### src/rtl/vga_pkg.sv
// Shared VGA definitions: pixel format, default colours, 800x600 active area
// and the timing-bus sideband layout carried alongside each pixel.
package vga_pkg;

    localparam int unsigned VGA_RGB_W    = 12;
    localparam int unsigned VGA_HCNT_W   = 11;
    localparam int unsigned VGA_VCNT_W   = 11;
    localparam int unsigned VGA_H_ACTIVE = 800;
    localparam int unsigned VGA_V_ACTIVE = 600;

    localparam logic [VGA_RGB_W-1:0] VGA_TRANSPARENT_KEY = 12'hF0F;
    localparam logic [VGA_RGB_W-1:0] VGA_BG_RGB          = 12'h000;
    localparam logic [VGA_RGB_W-1:0] VGA_WHITE           = 12'hFFF;

    // Timing sideband that travels in lockstep with the pixel pipeline
    typedef struct packed {
        logic [VGA_HCNT_W-1:0] hcount;
        logic [VGA_VCNT_W-1:0] vcount;
        logic                  hsync;
        logic                  vsync;
        logic                  hblnk;
        logic                  vblnk;
    } vga_side_t;

    localparam int unsigned VGA_SIDE_W = $bits(vga_side_t);

endpackage

### src/rtl/vga_layer_mixer_if.sv
// Incoming VGA timing bus (counters, syncs, blanks) shared by all layer sources.
interface vga_layer_mixer_if;
    import vga_pkg::*;

    logic [VGA_HCNT_W-1:0] hcount_in;
    logic [VGA_VCNT_W-1:0] vcount_in;
    logic                  hsync_in;
    logic                  vsync_in;
    logic                  hblnk_in;
    logic                  vblnk_in;

    modport master (
        output hcount_in, vcount_in, hsync_in, vsync_in, hblnk_in, vblnk_in
    );

    modport slave (
        input hcount_in, vcount_in, hsync_in, vsync_in, hblnk_in, vblnk_in
    );

endinterface

### src/rtl/vga_delay_line.sv
// Generic reset-to-zero register delay; every stage is exposed on taps so the
// consumer can pick the alignment it needs (stage d at [d*WIDTH +: WIDTH]).
module vga_delay_line #(
    parameter int unsigned WIDTH = 1,
    parameter int unsigned DEPTH = 1
) (
    input  logic                     clk,
    input  logic                     rst_n,
    input  logic [WIDTH-1:0]         din,
    output logic [DEPTH*WIDTH-1:0]   taps
);

    logic [DEPTH-1:0][WIDTH-1:0] stage;

    // Shift register, stage 0 samples din
    always_ff @(posedge clk or negedge rst_n) begin
        if (!rst_n) begin
            stage <= '0;
        end else begin
            stage[0] <= din;
            for (int d = 1; d < DEPTH; d++) begin
                stage[d] <= stage[d-1];
            end
        end
    end

    assign taps = stage;

endmodule

### src/rtl/vga_layer_mixer.sv
// Fixed-priority N-layer RGB compositor with colour-key transparency and
// frame-synchronous layer enables. Latency is 3 pclk for pixel and syncs.
// Optional build macro: VGA_MIX_DEBUG_BORDER_EN forces a white 1-pixel border.
module vga_layer_mixer
    import vga_pkg::*;
#(
    parameter int unsigned           N_LAYERS        = 4,
    parameter int unsigned           RGB_W           = VGA_RGB_W,
    parameter logic [RGB_W-1:0]      TRANSPARENT_KEY = VGA_TRANSPARENT_KEY,
    parameter logic [RGB_W-1:0]      BG_RGB          = VGA_BG_RGB,
    parameter int unsigned           H_ACTIVE        = VGA_H_ACTIVE,
    parameter int unsigned           V_ACTIVE        = VGA_V_ACTIVE
) (
    input  logic                        pclk,
    input  logic                        rst_n,
    vga_layer_mixer_if.slave            tim,
    input  logic [N_LAYERS*RGB_W-1:0]   layer_rgb,
    input  logic [N_LAYERS-1:0]         layer_en,
    output logic                        hs,
    output logic                        vs,
    output logic [3:0]                  r,
    output logic [3:0]                  g,
    output logic [3:0]                  b,
    output logic                        frame_start
);

    localparam int unsigned SIDE_DEPTH = 3;

    // Elaboration-time parameter sanity
    if (N_LAYERS < 2 || N_LAYERS > 8) begin : g_bad_layers
        $error("vga_layer_mixer: N_LAYERS must be in 2..8");
    end
    if (RGB_W != 12) begin : g_bad_rgb_w
        $error("vga_layer_mixer: RGB_W must be 12 for the 4:4:4 split");
    end
    if (H_ACTIVE == 0 || V_ACTIVE == 0) begin : g_bad_active
        $error("vga_layer_mixer: active area must be non-zero");
    end

    vga_side_t                      side_in;
    vga_side_t                      s1_side;
    vga_side_t                      s2_side;
    vga_side_t                      s3_side;
    logic [SIDE_DEPTH*VGA_SIDE_W-1:0] side_taps;

    logic [N_LAYERS*RGB_W-1:0]      s1_rgb;
    logic [N_LAYERS-1:0]            shadow_en;
    logic                           vblnk_armed;
    logic                           vblnk_rise_c;
    logic [RGB_W-1:0]               sel_c;
    logic [RGB_W-1:0]               s2_rgb;
    logic [RGB_W-1:0]               s3_rgb;
    logic                           unused_side_bits;

    assign side_in = '{
        hcount: tim.hcount_in,
        vcount: tim.vcount_in,
        hsync:  tim.hsync_in,
        vsync:  tim.vsync_in,
        hblnk:  tim.hblnk_in,
        vblnk:  tim.vblnk_in
    };

    vga_delay_line #(
        .WIDTH (VGA_SIDE_W),
        .DEPTH (SIDE_DEPTH)
    ) u_side_dly (
        .clk   (pclk),
        .rst_n (rst_n),
        .din   (side_in),
        .taps  (side_taps)
    );

    assign s1_side = side_taps[0*VGA_SIDE_W +: VGA_SIDE_W];
    assign s2_side = side_taps[1*VGA_SIDE_W +: VGA_SIDE_W];
    assign s3_side = side_taps[2*VGA_SIDE_W +: VGA_SIDE_W];

    // Sideband fields that no stage consumes at that alignment
    assign unused_side_bits = ^{s1_side.hcount, s1_side.vcount, s1_side.hsync,
                                s1_side.vsync, s2_side.hcount, s2_side.vcount,
                                s2_side.hsync, s2_side.vsync, s3_side.hcount,
                                s3_side.vcount, s3_side.hblnk, s3_side.vblnk};

    // First edge after reset only primes the history, so a vblank already in
    // progress at reset release is not mistaken for a frame start
    assign vblnk_rise_c = vblnk_armed & tim.vblnk_in & ~s1_side.vblnk;

    // S1: capture layer pixels, track vblank start, latch shadow enables
    always_ff @(posedge pclk or negedge rst_n) begin
        if (!rst_n) begin
            s1_rgb      <= '0;
            shadow_en   <= '1;
            vblnk_armed <= 1'b0;
            frame_start <= 1'b0;
        end else begin
            s1_rgb      <= layer_rgb;
            vblnk_armed <= 1'b1;
            frame_start <= vblnk_rise_c;
            if (vblnk_rise_c) begin
                shadow_en <= layer_en;
            end
        end
    end

    // S2 select: highest enabled, non-keyed layer wins; later iterations override
    always_comb begin
        sel_c = BG_RGB;
        for (int k = 0; k < int'(N_LAYERS); k++) begin
            if (shadow_en[k] && (s1_rgb[k*RGB_W +: RGB_W] != TRANSPARENT_KEY)) begin
                sel_c = s1_rgb[k*RGB_W +: RGB_W];
            end
        end
`ifdef VGA_MIX_DEBUG_BORDER_EN
        if ((s1_side.hcount == VGA_HCNT_W'(0)) ||
            (s1_side.hcount == VGA_HCNT_W'(H_ACTIVE - 1)) ||
            (s1_side.vcount == VGA_VCNT_W'(0)) ||
            (s1_side.vcount == VGA_VCNT_W'(V_ACTIVE - 1))) begin
            sel_c = VGA_WHITE;
        end
`endif
    end

    // S2 register, then S3 output register with blanking
    always_ff @(posedge pclk or negedge rst_n) begin
        if (!rst_n) begin
            s2_rgb <= '0;
            s3_rgb <= '0;
        end else begin
            s2_rgb <= sel_c;
            s3_rgb <= (s2_side.hblnk | s2_side.vblnk) ? '0 : s2_rgb;
        end
    end

    assign hs = s3_side.hsync;
    assign vs = s3_side.vsync;
    assign r  = s3_rgb[11:8];
    assign g  = s3_rgb[7:4];
    assign b  = s3_rgb[3:0];

endmodule

### src/flat_wrapper.sv
// flat-port wrapper written by rule: the top's interface ports become plain ports
module vga_layer_mixer_flat import vga_pkg::*;
#(
    parameter int unsigned           N_LAYERS        = 4,
    parameter int unsigned           RGB_W           = VGA_RGB_W,
    parameter logic [RGB_W-1:0]      TRANSPARENT_KEY = VGA_TRANSPARENT_KEY,
    parameter logic [RGB_W-1:0]      BG_RGB          = VGA_BG_RGB,
    parameter int unsigned           H_ACTIVE        = VGA_H_ACTIVE,
    parameter int unsigned           V_ACTIVE        = VGA_V_ACTIVE
)
  (pclk, rst_n, layer_rgb, layer_en, hs, vs, r, g, b, frame_start, tim_hcount_in, tim_vcount_in, tim_hsync_in, tim_vsync_in, tim_hblnk_in, tim_vblnk_in);
  vga_layer_mixer_if tim_i ();
  input  logic pclk;
  input  logic rst_n;
  input  logic [N_LAYERS*RGB_W-1:0] layer_rgb;
  input  logic [N_LAYERS-1:0] layer_en;
  output logic hs;
  output logic vs;
  output logic [3:0] r;
  output logic [3:0] g;
  output logic [3:0] b;
  output logic frame_start;
  input wire logic [$bits(tim_i.hcount_in)-1:0] tim_hcount_in;
  input wire logic [$bits(tim_i.vcount_in)-1:0] tim_vcount_in;
  input wire logic [$bits(tim_i.hsync_in)-1:0] tim_hsync_in;
  input wire logic [$bits(tim_i.vsync_in)-1:0] tim_vsync_in;
  input wire logic [$bits(tim_i.hblnk_in)-1:0] tim_hblnk_in;
  input wire logic [$bits(tim_i.vblnk_in)-1:0] tim_vblnk_in;
  assign tim_i.hcount_in = tim_hcount_in;
  assign tim_i.vcount_in = tim_vcount_in;
  assign tim_i.hsync_in = tim_hsync_in;
  assign tim_i.vsync_in = tim_vsync_in;
  assign tim_i.hblnk_in = tim_hblnk_in;
  assign tim_i.vblnk_in = tim_vblnk_in;
  vga_layer_mixer #(.N_LAYERS(N_LAYERS), .RGB_W(RGB_W), .TRANSPARENT_KEY(TRANSPARENT_KEY), .BG_RGB(BG_RGB), .H_ACTIVE(H_ACTIVE), .V_ACTIVE(V_ACTIVE)) u_core (.pclk(pclk), .rst_n(rst_n), .tim(tim_i), .layer_rgb(layer_rgb), .layer_en(layer_en), .hs(hs), .vs(vs), .r(r), .g(g), .b(b), .frame_start(frame_start));
endmodule
### config.mk
export PLATFORM = sky130hd
export DESIGN_NAME = vga_layer_mixer_flat
export DESIGN_NICKNAME = d
export VERILOG_FILES = /design/src/rtl/vga_pkg.sv /design/src/rtl/vga_layer_mixer_if.sv /design/src/rtl/vga_delay_line.sv /design/src/rtl/vga_layer_mixer.sv /design/src/flat_wrapper.sv
export SDC_FILE = /design/constraint.sdc
export NUM_CORES = 1
export LEC_CHECK = 0
export ABC_CLOCK_PERIOD_IN_PS = 1800
export CAP_MARGIN = 20
export CORE_ASPECT_RATIO = 0.6
export CORE_MARGIN = 5
export CORE_UTILIZATION = 52
export DETAILED_ROUTE_END_ITERATION = 10
export PLACE_DENSITY = 0.92
export SKIP_LAST_GASP = 1
export SYNTH_ARGS = -nofsm -noshare
export SYNTH_HDL_FRONTEND = slang
export SYNTH_HIERARCHICAL = 1
export SYNTH_SLANG_ARGS = --single-unit
### constraint.sdc
create_clock -name pclk -period 1.8 [get_ports pclk]
set_input_delay 0.36 -clock pclk [delete_from_list [all_inputs] [get_ports pclk]]
set_output_delay 0.36 -clock pclk [all_outputs]
set_load 0.01 [all_outputs]
* After elaboration in Yosys (flattened, before gate mapping)
Cells that the tools add are included.
** Word-level totals
- Register bits :: 90
- Input port bits :: 80
- Output and inout bits :: 15
- Word-level logic and storage cells :: 26
** Operators by class
- Equality and inequality tests :: 4
- Muxes and demuxes :: 5
- Bitwise logic cells :: 4
- Reduce and logical (&&, ||, !) cells :: 4
** Operators with widths (number)
- 12-bit two-way mux :: 5
- 12-bit != test (second input constant) :: 4
- 1-bit logical AND :: 4
- 1-bit bitwise AND :: 2
- 1-bit NOT :: 1
- 1-bit bitwise OR :: 1

* Longest topological paths before layout
- Depth after elaboration :: 6
- Gate-level depth with buffers :: 5
- Gate-level depth less buffers :: 4

* Cells and area by module
The synthesis kept the hierarchy.
** Modules (own cells, without submodules)
- vga_layer_mixer :: instances 1, cells an instance 182, area each 2692.6 um2, seq. area each 1956.9 um2
- vga_delay_line :: instances 1, cells an instance 78, area each 1951.9 um2, seq. area each 1951.9 um2

* Worst setup path after synthesis
OpenSTA, ideal clock, no wires.
- Kind :: flip-flop to flip-flop
- Start point :: register u_core.shadow_en[3]
- End point :: register u_core.s2_rgb[10]
- Library setup time :: 0.096 ns
- Arrival time :: 1.438 ns
- Data required time :: 1.704 ns
- Setup slack :: 0.267 ns
- Stages on the path, launching flop included :: 6
- Buffers on the path :: 2
- Clock period less this slack :: 1.533 ns
- Cell sequence :: dfstp_2 -> clkbuf_1 -> o31ai_4 -> and2_2 -> buf_4 -> a311oi_2
** Between the ends
- Longest elaborated chain between the ends :: 2
** RTL lines
- start, declared :: line vga_layer_mixer.sv:47 : logic [N_LAYERS-1:0] shadow_en;
- start signal, assigned :: line vga_layer_mixer.sv:100 : shadow_en <= layer_en;
- 1-bit logical AND :: line vga_layer_mixer.sv:109 : if (shadow_en[k] && (s1_rgb[k*RGB_W +: RGB_W] != TRANSPARENT_KEY)) begin
- 12-bit two-way mux :: line vga_layer_mixer.sv:109
- net u_core.sel_c[10] :: line vga_layer_mixer.sv:50 : logic [RGB_W-1:0] sel_c;
- end signal, assigned :: line vga_layer_mixer.sv:129 : s2_rgb <= sel_c;
- end, declared :: line vga_layer_mixer.sv:51 : logic [RGB_W-1:0] s2_rgb;
The timed path passes the listed nets, and every way through them passes these cells.
A chain may end at the register's enable or synchronous reset.

* Worst setup path in the final report
- Start point :: register u_core.s1_rgb[42]
- End point :: register u_core.s2_rgb[9]
** Between the ends
- Longest elaborated chain between the ends :: 3
** RTL lines
- start, declared :: line vga_layer_mixer.sv:46 : logic [N_LAYERS*RGB_W-1:0] s1_rgb;
- start signal, assigned :: line vga_layer_mixer.sv:96 : s1_rgb <= layer_rgb;
- 12-bit != test :: line vga_layer_mixer.sv:109
- 1-bit logical AND :: line vga_layer_mixer.sv:109
- 12-bit two-way mux :: line vga_layer_mixer.sv:109
- net u_core.sel_c[9] :: line vga_layer_mixer.sv:50
The timed path passes the listed nets, and every way through them passes these cells.

==> summary.md <==
| Metric | Value |
|---|---|
| Root buffer selected by CTS | `sky130_fd_sc_hd__clkbuf_8` |
| Via count of the first global-routing pass | `around 1900` |
| Via count | `about 1800` |
| # DRC | `0` |
| Highest Clock Rate | `~0.58 GHz` |
| IO Pins | `95` |
| Startpoint types | `flip-flop` |
| Detail-routed net length per standard cell | `about 16 µm` |
| 1st-pass router iterations | `4` |
| TritonCTS clock tree | `done` |
| Hold Crit Start | `u_core/u_side_dly/taps[3]` |
| Reg-to-reg startpoint | `u_core/s1_rgb[42]` |
| Insertion delay to the later sink of the worst-skew pair | `approximately 0.35 ns` |
| Number of antenna diodes | `0` |
| Average vias per placed instance | `between 4 and 5` |
| Row count | `21` |
| Worst setup slack for register-to-register paths | `around 0.09 ns` |
| Final layout net count | `about 360` |
| Number of I/O port buffers | `72` |
| Reg-to-Reg End | `u_core/s2_rgb[9]` |
| Inserted Clock Buffers | `9` |
| Setup violation total in the final timing report | `0` |
| Layout overhead on the synthesized area | `35.50%` |
| Final estimated routing congestion in global placement | `between 0.8 and 0.9` |
| Cts-stage hold buffer count | `1` |
| First-pass GRT wire length | `between 9000 and 10000 µm` |
| Max Transition Viols Final | `0` |
| Clk buf depth | `2` |
| Die area | `7313 µm²` |
| Number of instances in the synthesized netlist | `around 190` |
| Total grt overflow | `0` |
| Share of cells above drive strength 1 | `roughly an eighth` |
| Cells on worst reg2reg path | `5` |
| Leading cell type in the layout, fill and taps excluded | `sky130_fd_sc_hd__dfrtp_1` |
| Critical Setup Path Class | `reg -> reg` |
| Number of stages on the worst hold path | `0` |
| Combined area of all synthesized cells | `2943 µm²` |
| End point of the worst hold path | `u_core/u_side_dly/taps[29]` |
| Antenna-violating nets left | `0` |
| Die width | `107.1 µm` |
| Clock period minus worst slack | `1.710 ns` |
| Timing startpoint of the critical path | `u_core/s1_rgb[42]` |
| Number of endpoints with negative hold slack in the final report | `0` |
| Largest vdd supply drop | `approximately 570 µV` |
| Maximum clock skew at final layout | `0.006859 ns` |
| Filler cells | `roughly 370` |
| Number of H-tree levels | `3` |
| Min-delay worst type | `reg -> reg` |
| Post-CTS Resized | `0` |
| Final worst-path cycle share | `around 95%` |
| Summed negative setup slack over all endpoints | `0 ns` |
| Die Ht | `approximately 70 µm` |
| Mean instance size in the synthesized netlist | `between 15 and 20 µm²` |
| Cell Pwr Density | `1038 nW/µm²` |
| Net count of the mapped netlist | `between 200 and 300` |
| RSZ-0062 raised after global routing | `no` |
| Largest net degree at the start of global routing | `43` |
| Maxcap violations | `0` |
| Run status | `finished clean` |
| Synth warn | `6` |
| Reg clk slew, reported paths | `about 0.080 ns` |
| Arrival @ worst endpoint | `around 1.9 ns` |
| Static power due to leakage | `between 1.5 and 2 nW` |
| Maximum fanout encountered on the critical timing path | `7` |
| Total placed instance area | `around 3800 µm²` |
| Global routing usage summed across all routing layers | `a little under a fifth` |
| Clk sink count | `88` |
| Required arrival time at the worst endpoint | `between 2 and 2.5 ns` |
| Detailed placement HPWL | `approximately 4600 µm` |
| Setup Fix Bufs, Post-CTS | `0` |
| Initial antenna violation count | `0` |
| Kind of end point of the critical path | `flip-flop` |
| Final instance area | `around 4000 µm²` |
| Routed WL | `just under 6000 µm` |
| Initial standard-cell utilization of the core | `between 50% and 60%` |
| Drt initial violations | `roughly 140` |
| Area of the core | `approximately 5500 µm²` |
| Commonest cells after routing, fill and taps aside | `sky130_fd_sc_hd__dfrtp_1, sky130_fd_sc_hd__clkdlybuf4s50_1, sky130_fd_sc_hd__nand2_1` |
-- critical path: stages (launching register included) --
cell,delay [ns]
sky130_fd_sc_hd__dfrtp_1,0.43
sky130_fd_sc_hd__nand4bb_1,0.27
sky130_fd_sc_hd__o31ai_4,0.34
sky130_fd_sc_hd__buf_4,0.21
sky130_fd_sc_hd__mux2i_1,0.27
sky130_fd_sc_hd__a31oi_1,0.08
-- layout make-up --
class	count	area, µm²	area share [%]
tap	80	100.1	2.510
clock inverter	4	47.55	1.192
multi-input combinational	98	700.7	17.57
timing repair buffer	80	793.3	19.89
inverter	1	3.754	0.09413
sequential	88	2207	55.35
clock buffer	12	135.1	3.389
-- flip-flops by register name (all words and copies together), names as in the netlist --
register                flops
u_core/frame_start          1
u_core/s1_rgb              48
u_core/s2_rgb              12
u_core/s3_rgb              12
u_core/shadow_en            4
u_core/u_side_dly/taps     10
u_core/vblnk_armed          1
-- how the worst max path moves through the flow --
stage / to / depth (start not counted) / slack [ns]
2_1_floorplan: u_core/s2_rgb[10] / 5 / 0.27
3_5_place_dp: u_core/s2_rgb[9] / 5 / 0.11
5_1_grt: u_core/s2_rgb[2] / 5 / 0.06
3_3_place_gp: u_core/s2_rgb[1] / 5 / 0.17
6_report: u_core/s2_rgb[9] / 5 / 0.09
4_1_cts: u_core/s2_rgb[9] / 5 / 0.1
-- metrics by stage --
stage	setup slack [ns]	util (%)	std cells	power [mW]	hold slack, ns
6_report	0.09012	71.93	363	4.138	0.3518
5_1_grt	0.06334	71.93	363	4.330	0.3655
4_1_cts	0.09951	71.93	363	4.186	0.3546
3_5_place_dp	0.1137	68.45	346	2.909	0.3062
3_3_place_gp	0.1687	68.45	346	2.879	0.2990
2_1_floorplan	0.2666	-	192	2.561	0.06441
-- power breakdown --
group	total (mW)	switching (mW)	internal (mW)	leakage, nW
combinational	0.605	0.276	0.329	0.561
sequential	2.27	0.0977	2.17	1.05
clock	1.27	0.627	0.638	0.0904
-- layer usage --
metal,track usage (%),wire length [µm],vias up
met5,0,0,-
met4,7.815,85,0
met3,7.352,464,9
met2,27.10,2629,80
met1,24.36,2734,878
li1,-,-,846
Note: power is estimated with default switching activity, not from simulation.
